`src/rtl/wb_trace_buffer.sv`:
```
// Circular trace buffer of (PC, WriteBack) pairs. It records one entry each time the observed
// PC changes, and the stored entries are drained in capture order through a registered pop port.
module wb_trace_buffer #(
    parameter int DEPTH = 16,
    parameter int AW    = 4,
    parameter int DROPW = 8
) (
    input  logic             Clk,
    input  logic             Reset,
    input  logic [31:0]      PC,
    input  logic [31:0]      WriteBack,
    input  logic             Capture_En,
    input  logic             Rd_En,
    output logic             Rd_Valid,
    output logic [31:0]      Rd_PC,
    output logic [31:0]      Rd_WB,
    output logic [AW:0]      Count,
    output logic             Full,
    output logic             Empty,
    output logic             Overflow,
    output logic [DROPW-1:0] Drop_Count
);

    localparam logic [AW:0] DEPTH_C = (AW+1)'(DEPTH);

    logic [63:0]   mem [DEPTH];
    logic [AW-1:0] wptr;
    logic [AW-1:0] rptr;
    logic [31:0]   last_pc;
    logic          primed;

    logic cap;
    logic rd_ok;
    logic wr_ok;
    logic drop;

    assign Full  = (Count == DEPTH_C);
    assign Empty = (Count == '0);

    // Read handshake: Rd_En is a request. It is accepted when the buffer is not empty, and the
    // popped pair shows up on Rd_PC/Rd_WB with Rd_Valid=1 on the next cycle. There is no ready
    // signal back to the reader, and a request made while the buffer is empty is ignored.
    assign cap   = Capture_En && (!primed || (PC != last_pc));
    assign rd_ok = Rd_En && !Empty;
    assign wr_ok = cap && (!Full || rd_ok);
    assign drop  = cap && !wr_ok;

    // Storage carries no reset; entries are qualified only by the pointers and Count.
    always_ff @(posedge Clk) begin
        if (!Reset && wr_ok) begin
            mem[wptr] <= {PC, WriteBack};
        end
    end

    always_ff @(posedge Clk) begin
        if (Reset) begin
            wptr       <= '0;
            rptr       <= '0;
            last_pc    <= '0;
            primed     <= 1'b0;
            Count      <= '0;
            Rd_Valid   <= 1'b0;
            Rd_PC      <= '0;
            Rd_WB      <= '0;
            Overflow   <= 1'b0;
            Drop_Count <= '0;
        end else begin
            if (cap) begin
                last_pc <= PC;
                primed  <= 1'b1;
            end
            if (wr_ok) begin
                wptr <= wptr + 1'b1;
            end
            Rd_Valid <= rd_ok;
            if (rd_ok) begin
                rptr  <= rptr + 1'b1;
                Rd_PC <= mem[rptr][63:32];
                Rd_WB <= mem[rptr][31:0];
            end
            if (drop) begin
                Overflow <= 1'b1;
                if (Drop_Count != '1) begin
                    Drop_Count <= Drop_Count + 1'b1;
                end
            end
            case ({wr_ok, rd_ok})
                2'b10:   Count <= Count + 1'b1;
                2'b01:   Count <= Count - 1'b1;
                default: Count <= Count;
            endcase
        end
    end

endmodule

```
`config.mk`:
```
export PLATFORM = sky130hd
export DESIGN_NAME = wb_trace_buffer
export DESIGN_NICKNAME = d
export VERILOG_FILES = /design/src/rtl/wb_trace_buffer.sv
export SDC_FILE = /design/constraint.sdc
export NUM_CORES = 1
export LEC_CHECK = 0
export ABC_AREA = 1
export CORE_UTILIZATION = 50
export CTS_CLUSTER_SIZE = 30
export DETAILED_ROUTE_END_ITERATION = 10
export GPL_TIMING_DRIVEN = 0
export PLACE_DENSITY = 0.7
export RECOVER_POWER = 50
export SYNTH_ARGS = -nofsm -noshare
export SYNTH_HDL_FRONTEND = slang
export SYNTH_SLANG_ARGS = --single-unit
```
`constraint.sdc`:
```
create_clock -name Clk -period 4.85 [get_ports Clk]
set_input_delay 0.7275 -clock Clk [delete_from_list [all_inputs] [get_ports Clk]]
set_output_delay 0.7275 -clock Clk [all_outputs]
set_load 0.02 [all_outputs]
```
Word-level counts from Yosys, hierarchy flattened
Memory sizes are Yosys's and may differ from the RTL's. A register that Yosys moved wholly into a read port is not among the register bits.
Index checks and enable logic that the tools add are counted.
{"block": "totals", "ff_bits": 56, "ram_bits": 1024, "inputBits": 68, "output_inout_bits": 81, "memories": 1}
{"block": "op_classes", "add_sub_neg": 5, "eq_ne": 5, "n_mux": 3, "reduce_logical": 15}
{"memory": "mem", "words": 16, "width": 64, "read_ports": 1, "rd_clocked_by_memory_dff": 1, "wr": 1, "line_no": "26", "rtl": "logic [63:0] mem [DEPTH];"}
{"operator": "32-bit inequality test", "n": 1}
{"operator": "5-bit case mux with 2 select lines", "n": 1}
{"operator": "4-bit by 1-bit adder with 4-bit output (second input constant)", "n": 2}
{"operator": "8-bit by 1-bit adder with 8-bit output (second input constant)", "n": 1}
{"operator": "8-bit inequality test (second input constant)", "n": 1}
{"operator": "5-bit by 1-bit adder with 5-bit output (second input constant)", "n": 1}
{"operator": "5-bit equality test (second input constant)", "n": 1}
{"operator": "1-bit logical AND", "n": 5}
{"operator": "1-bit logical NOT", "n": 5}
{"operator": "5-bit logical NOT", "n": 1}
{"operator": "5-bit by 1-bit subtractor with 5-bit output (second input constant)", "n": 1}
{"operator": "2-bit by 1-bit equality test with 1-bit output (second input constant)", "n": 1}
{"operator": "2-bit equality test (second input constant)", "n": 1}
{"operator": "1-bit logical OR", "n": 2}
{"operator": "1-bit 2-to-1 mux", "n": 2}
{"operator": "2-bit AND reduction", "n": 1}
{"operator": "2-bit nonzero test", "n": 1}

Logic depth before layout (Yosys ltp)
{"block": "depth", "word_depth": 8, "depth_mapped": 18, "ltp_nobuf": 18}

Worst setup path after synthesis
Ideal clock, no wire load.
{"block": "synth_timing", "kind": "input to register", "start": "input PC[13]", "end": "memory mem[11][0] (enable)", "setup_ps": 487, "t_arrival_ps": 4291, "slack_ps": 72, "path_stages": 9, "path_buffers": 0, "cell_sequence": "o21ai_0 nor2_1 nand2_1 nor2_1 nand2_1 o21ai_4 nor2_2 nand2_1 nor2_1"}
{"block": "synth_via", "elab_chain_cells": 7}
{"element": "from (decl)", "line_no": "10", "rtl": "input logic [31:0] PC,"}
{"element": "32-bit inequality test", "line_no": "43", "rtl": "assign cap = Capture_En && (!primed || (PC != last_pc));"}
{"element": "1-bit logical OR", "line_no": "43"}
{"element": "1-bit logical AND", "line_no": "43"}
{"element": "1-bit logical AND", "line_no": "45", "rtl": "assign wr_ok = cap && (!Full || rd_ok);"}
{"element": "1-bit logical AND", "line_no": "50", "rtl": "if (!Reset && wr_ok) begin"}
{"element": "1-bit 2-to-1 mux", "line_no": "50"}
{"element": "1-bit 2-to-1 mux (implied by the code)", "line_no": "51", "rtl": "mem[wptr] <= {PC, WriteBack};"}
{"element": "to (decl)", "line_no": "26"}
No other way between the ends.

Worst setup path in the final report
{"block": "layout_timing", "start": "input PC[27]", "end": "memory mem[12][35] (enable)"}
Same word-level chain as after synthesis.

==> results.md <==
Run status:
- The run finished, with violations left.
- The final reports fail on max-capacitance violations.

Power and ir drop:
- Summed over all nets, the switching power comes to 7.386 mW.
- The clock share of power is 34.6%.
- In this run switching power makes up 29.92% of total power.
- The ratio of total power to cell area is 473.7 nW/um^2.
- Summed over all cells, the static leakage comes to 17.83 nW.
- The combinational cell fraction of total power is 20.2%.
- Per report_power, the sequential group accounts for 45.2% of the total.
- The design internal power is 17.30 mW.
- Across the VDD grid, the largest voltage drop is 0.3704 mV.

STA:
- The worst path uses 86.01% of the clock period.
- The time the worst path needs with I/O delays and setup is 4.171 ns.
- The number of hold violations in the final report is 0.
- The setup slack of the critical path after layout is 0.6787 ns.
- Static timing analysis puts the maximum clock frequency at 239.7 MHz.
- The setup violation total in the final timing report is 0.
- The worst pin sits at a relative slew slack of 1.675%.
- The number of pins with negative max-slew slack in the final report is 0.
- The transition at the pin with the smallest max-transition slack is 1.470 ns.
- Setup repair after global routing left no endpoint under its margin.
- For the final database, setup skew stands at 0.02267 ns.

Route:
- Dividing the detail-routed via count by the number of cells gives 6.003.
- For this run, design rule violations remaining after detail routing come to 0.
- The pre-antenna-repair detailed-routing pass consisted of 6 iterations.
- The detailed router placed 31130 vias in this run.
- The wire length per cell after detailed routing is 25.17 um.
- The number of routed nets with antenna violations is 0.
- After detailed routing, the total wire length is 130500 um.
- The detailed router's first-iteration violation count is 3866.

Floorplan:
- In this run the count of I/O pins placed on the die edge is 149.
- The number of rows created at floorplan is 109.
- The die footprint is 90520 sq um.
- The die is 300.9 um wide.
- The floorplan step set the die height to 300.9 um.
- The core region is 88370 sq um.
- The initial utilization of the core area, before any placement, comes to 50.54%.

GRT:
- The layer flagged by global routing as most heavily used is met2.
- The first global-routing pass estimated 188900 um of wire.
- In the global route stage, overall resource usage came out at 28.58%.
- The met2 track demand over resource is 46.66%.
- The total overflow left after global routing is 0.
- The met3 layer usage reported by global route is 5.750%.
- The number of antenna violations at the first check in global routing is 5.
- Global routing consumed, on the met1 layer, 37.00% of the routing resources.
- The via count of the first global-routing pass is 29360.
- Entering global routing, the biggest net connects 28 pins.

Placement:
- In this run the tool buffered the top-level ports with 148 buffer cells.
- The post-placement setup slack is 0.08211 ns.
- The placed cell count is 4978.
- The final weighted congestion in routability-driven placement is 0.8816.
- Detailed placement ended at an HPWL of 86560 um.
- Summing all placed instances gives a cell area of 48500 sq um.

CTS:
- After clock tree synthesis, the clock-pin slew on the worst setup and hold paths is 0.06 ns.
- The TritonCTS buffer count is 111.
- TritonCTS built the clock tree.
- Once the clock tree was built, the setup fixing pass inserted 0 buffers.
- For the worst-skew pair, the clock arrives at the later sink with an insertion delay of 0.70 ns.
- The largest buffer count on any clock path is 3.
- The cell sitting at the root of the clock tree is a sky130_fd_sc_hd__clkbuf_16.
- The H-tree depth reported by CTS is 3.
- After clock tree synthesis, the repair step resized 0 gates.
- The total clock sinks is 1144.
- Hold repair after CTS inserted 0 buffers.

Critical path:
- The setup path with the least slack is of type primary input to register.
- The dominant cell type by count on the critical path is sky130_fd_sc_hd__nand2_1.
- Traced cell by cell, the critical path runs through dlygate4sd3_1, nand2_1, nand2_1, nor2_1, nand2_1, nor2_1, nand3_1, o21ai_4, nor2_2, nand2_1, nor2_4, buf_12, buf_12.
- Along the worst path, the maximum fanout reaches 24.
- In this run the register-to-register setup slack is 1.09 ns.
- Data on the critical path arrives at its endpoint at 4.55 ns.
- The element type at the critical path end is a register.
- The type of origin of the critical path is a primary input.
- On the critical path, the stage with the largest delay is an instance of sky130_fd_sc_hd__dlygate4sd3_1.
- For this run, the slowest stage of the critical path takes 1.20 ns.
- Data on the critical path is required at its endpoint by 5.22 ns.

Yosys:
- Counting every net in the synthesized netlist gives 3707.
- Sequential elements use 74.23% of the synthesized area.
- The most used flip-flop cell after synthesis is sky130_fd_sc_hd__edfxtp_1.
- Counting distinct cell types in the post-synthesis netlist gives 33.
- Dividing the synthesized area by the synthesized cell count gives 12.31 sq um.
- Of all flip-flops after synthesis, the portion carrying an async set or reset was 0%.
- The number of warnings printed during yosys synthesis is 0.
- Yosys mapped a number of flops with a built-in enable equal to 1024.
- The share of Yosys cell area claimed by the top area cell type is 68.85%.
- After technology mapping, the gate count stands at 3629.
- The dominant cell type by area after synthesis is sky130_fd_sc_hd__edfxtp_1.
- The cell area after synthesis is 44660 sq um.
- The post-synthesis register bit count is 1144.
- After synthesis, the cell types taking the most area are sky130_fd_sc_hd__edfxtp_1 69%, sky130_fd_sc_hd__o21ai_0 7.3%, sky130_fd_sc_hd__nor2_1 7.2%.

Worst hold path:
- The min-delay analysis places its worst path in the category register to register.

Flow run:
- The tool flagged a number of max-cap violations equal to 1.

Layout:
- The layout overhead on the synthesized area is 16.68%.
- The final layout contains 4004 nets.
- After routing the design area is 52110 sq um.
- The fraction of layout cells with a size suffix above 1 is 7.289%.
- The post-layout instance count excluding filler cells is 5186.
flip-flops by register name, summed over array words and instances, names as in the netlist:
register    cells
last_pc        32
Rd_PC          32
Rd_WB          32
primed          1
Overflow        1
Count           5
mem          1024
rptr            4
Drop_Count      8
Rd_Valid        1
wptr            4
final cells by class:
class                      instances  area [sq um]
timing repair buffer             184          2262
tap                             1165          1458
antenna                            1         2.502
clock buffer                     143          3019
inverter                         133         499.2
multi-input combinational       2107         10090
fill                            6837         36270
buffer                           245          1032
sequential                      1144         33150
clock inverter                    64         594.3
power by group through the flow:
stage	registers, mW	clock network (mW)	logic [mW]
2_1_floorplan	11.5	0	2.63
3_3_place_gp	11.4	0	4.87
3_5_place_dp	11.4	0	4.96
4_1_cts	11.2	8.58	4.98
5_1_grt	11.2	8.95	5.37
6_report	11.2	8.54	4.99
cells in the mapped netlist (4+ instances only):
library cell and instances:
sky130_fd_sc_hd__xor2_1 6, sky130_fd_sc_hd__nand4_1 5, sky130_fd_sc_hd__o21ai_0 648, sky130_fd_sc_hd__o21ai_1 88, sky130_fd_sc_hd__xnor2_1 7, sky130_fd_sc_hd__buf_4 4, sky130_fd_sc_hd__o32ai_1 16, sky130_fd_sc_hd__nor2_1 852
sky130_fd_sc_hd__dfxtp_1 120, sky130_fd_sc_hd__a21oi_1 40, sky130_fd_sc_hd__o22ai_1 304, sky130_fd_sc_hd__inv_1 130, sky130_fd_sc_hd__buf_2 58, sky130_fd_sc_hd__clkbuf_1 176, sky130_fd_sc_hd__edfxtp_1 1024, sky130_fd_sc_hd__ha_1 9
sky130_fd_sc_hd__nand2_1 96, sky130_fd_sc_hd__nand3_1 22
cells by family (layout without fill, tap and decap cells):
group | after synthesis | in the layout | synth area share [%]
compound gates | 1101 | 1101 | 13.37
xor+xnor | 13 | 13 | 0.2549
fa+ha+maj | 10 | 10 | 0.2970
buf+inv | 378 | 769 | 3.432
flops | 1144 | 1144 | 74.23
other cells | 0 | 1 | 0
simple gates | 983 | 983 | 8.419
layer usage:
metal / wire, um / part of all wire [%]
met5: 35 / 0.027
met4: 5832 / 4.5
met3: 13370 / 10
met2: 62890 / 48
met1: 48390 / 37
critical path: cells and delay by family:
kind	cells	cell delay [ns]
AND/OR/NAND/NOR	9	1.90
buffers and inverters	3	1.73
AO/OA/AOI/OAI	1	0.14
path summary, 6_finish.rpt:
check,cells past startpoint,start,to
max,13,PC[27],mem[12][35]$_DFFE_PP_
min,2,primed$_SDFFE_PP0P_,primed$_SDFFE_PP0P_
min reg2reg,2,primed$_SDFFE_PP0P_,primed$_SDFFE_PP0P_
max reg2reg,12,Count[0]$_SDFFE_PP0P_,Count[4]$_SDFFE_PP0P_
placed cells by master, fill, tap and decap left out, types with 15 or more instances in the layout:
cell type / Yosys / routed
sky130_fd_sc_hd__a21oi_1: 40 / 40
sky130_fd_sc_hd__buf_12: 0 / 28
sky130_fd_sc_hd__buf_2: 58 / 57
sky130_fd_sc_hd__clkbuf_1: 176 / 198
sky130_fd_sc_hd__clkbuf_16: 0 / 112
sky130_fd_sc_hd__clkinv_1: 0 / 19
sky130_fd_sc_hd__clkinv_2: 0 / 25
sky130_fd_sc_hd__dfxtp_1: 120 / 120
sky130_fd_sc_hd__dlygate4sd3_1: 0 / 144
sky130_fd_sc_hd__edfxtp_1: 1024 / 1024
sky130_fd_sc_hd__inv_1: 130 / 131
sky130_fd_sc_hd__nand2_1: 96 / 96
sky130_fd_sc_hd__nand3_1: 22 / 22
sky130_fd_sc_hd__nor2_1: 852 / 837
sky130_fd_sc_hd__nor2_4: 1 / 16
sky130_fd_sc_hd__o21ai_0: 648 / 660
sky130_fd_sc_hd__o21ai_1: 88 / 76
sky130_fd_sc_hd__o22ai_1: 304 / 304
sky130_fd_sc_hd__o32ai_1: 16 / 15
through the flow:
step	total power [mW]	util, %	hold WS (ns)	TNS [ns]
finish	24.69	58.96	0.4662	0
global route	25.49	58.96	0.4918	0
CTS	24.73	58.97	0.4635	0
detailed placement	16.33	54.88	0.4543	0
global placement	16.25	53.86	0.4464	-3928.52
floorplan	14.13	-	0.4319	0
(Power assumes the default switching activity.)
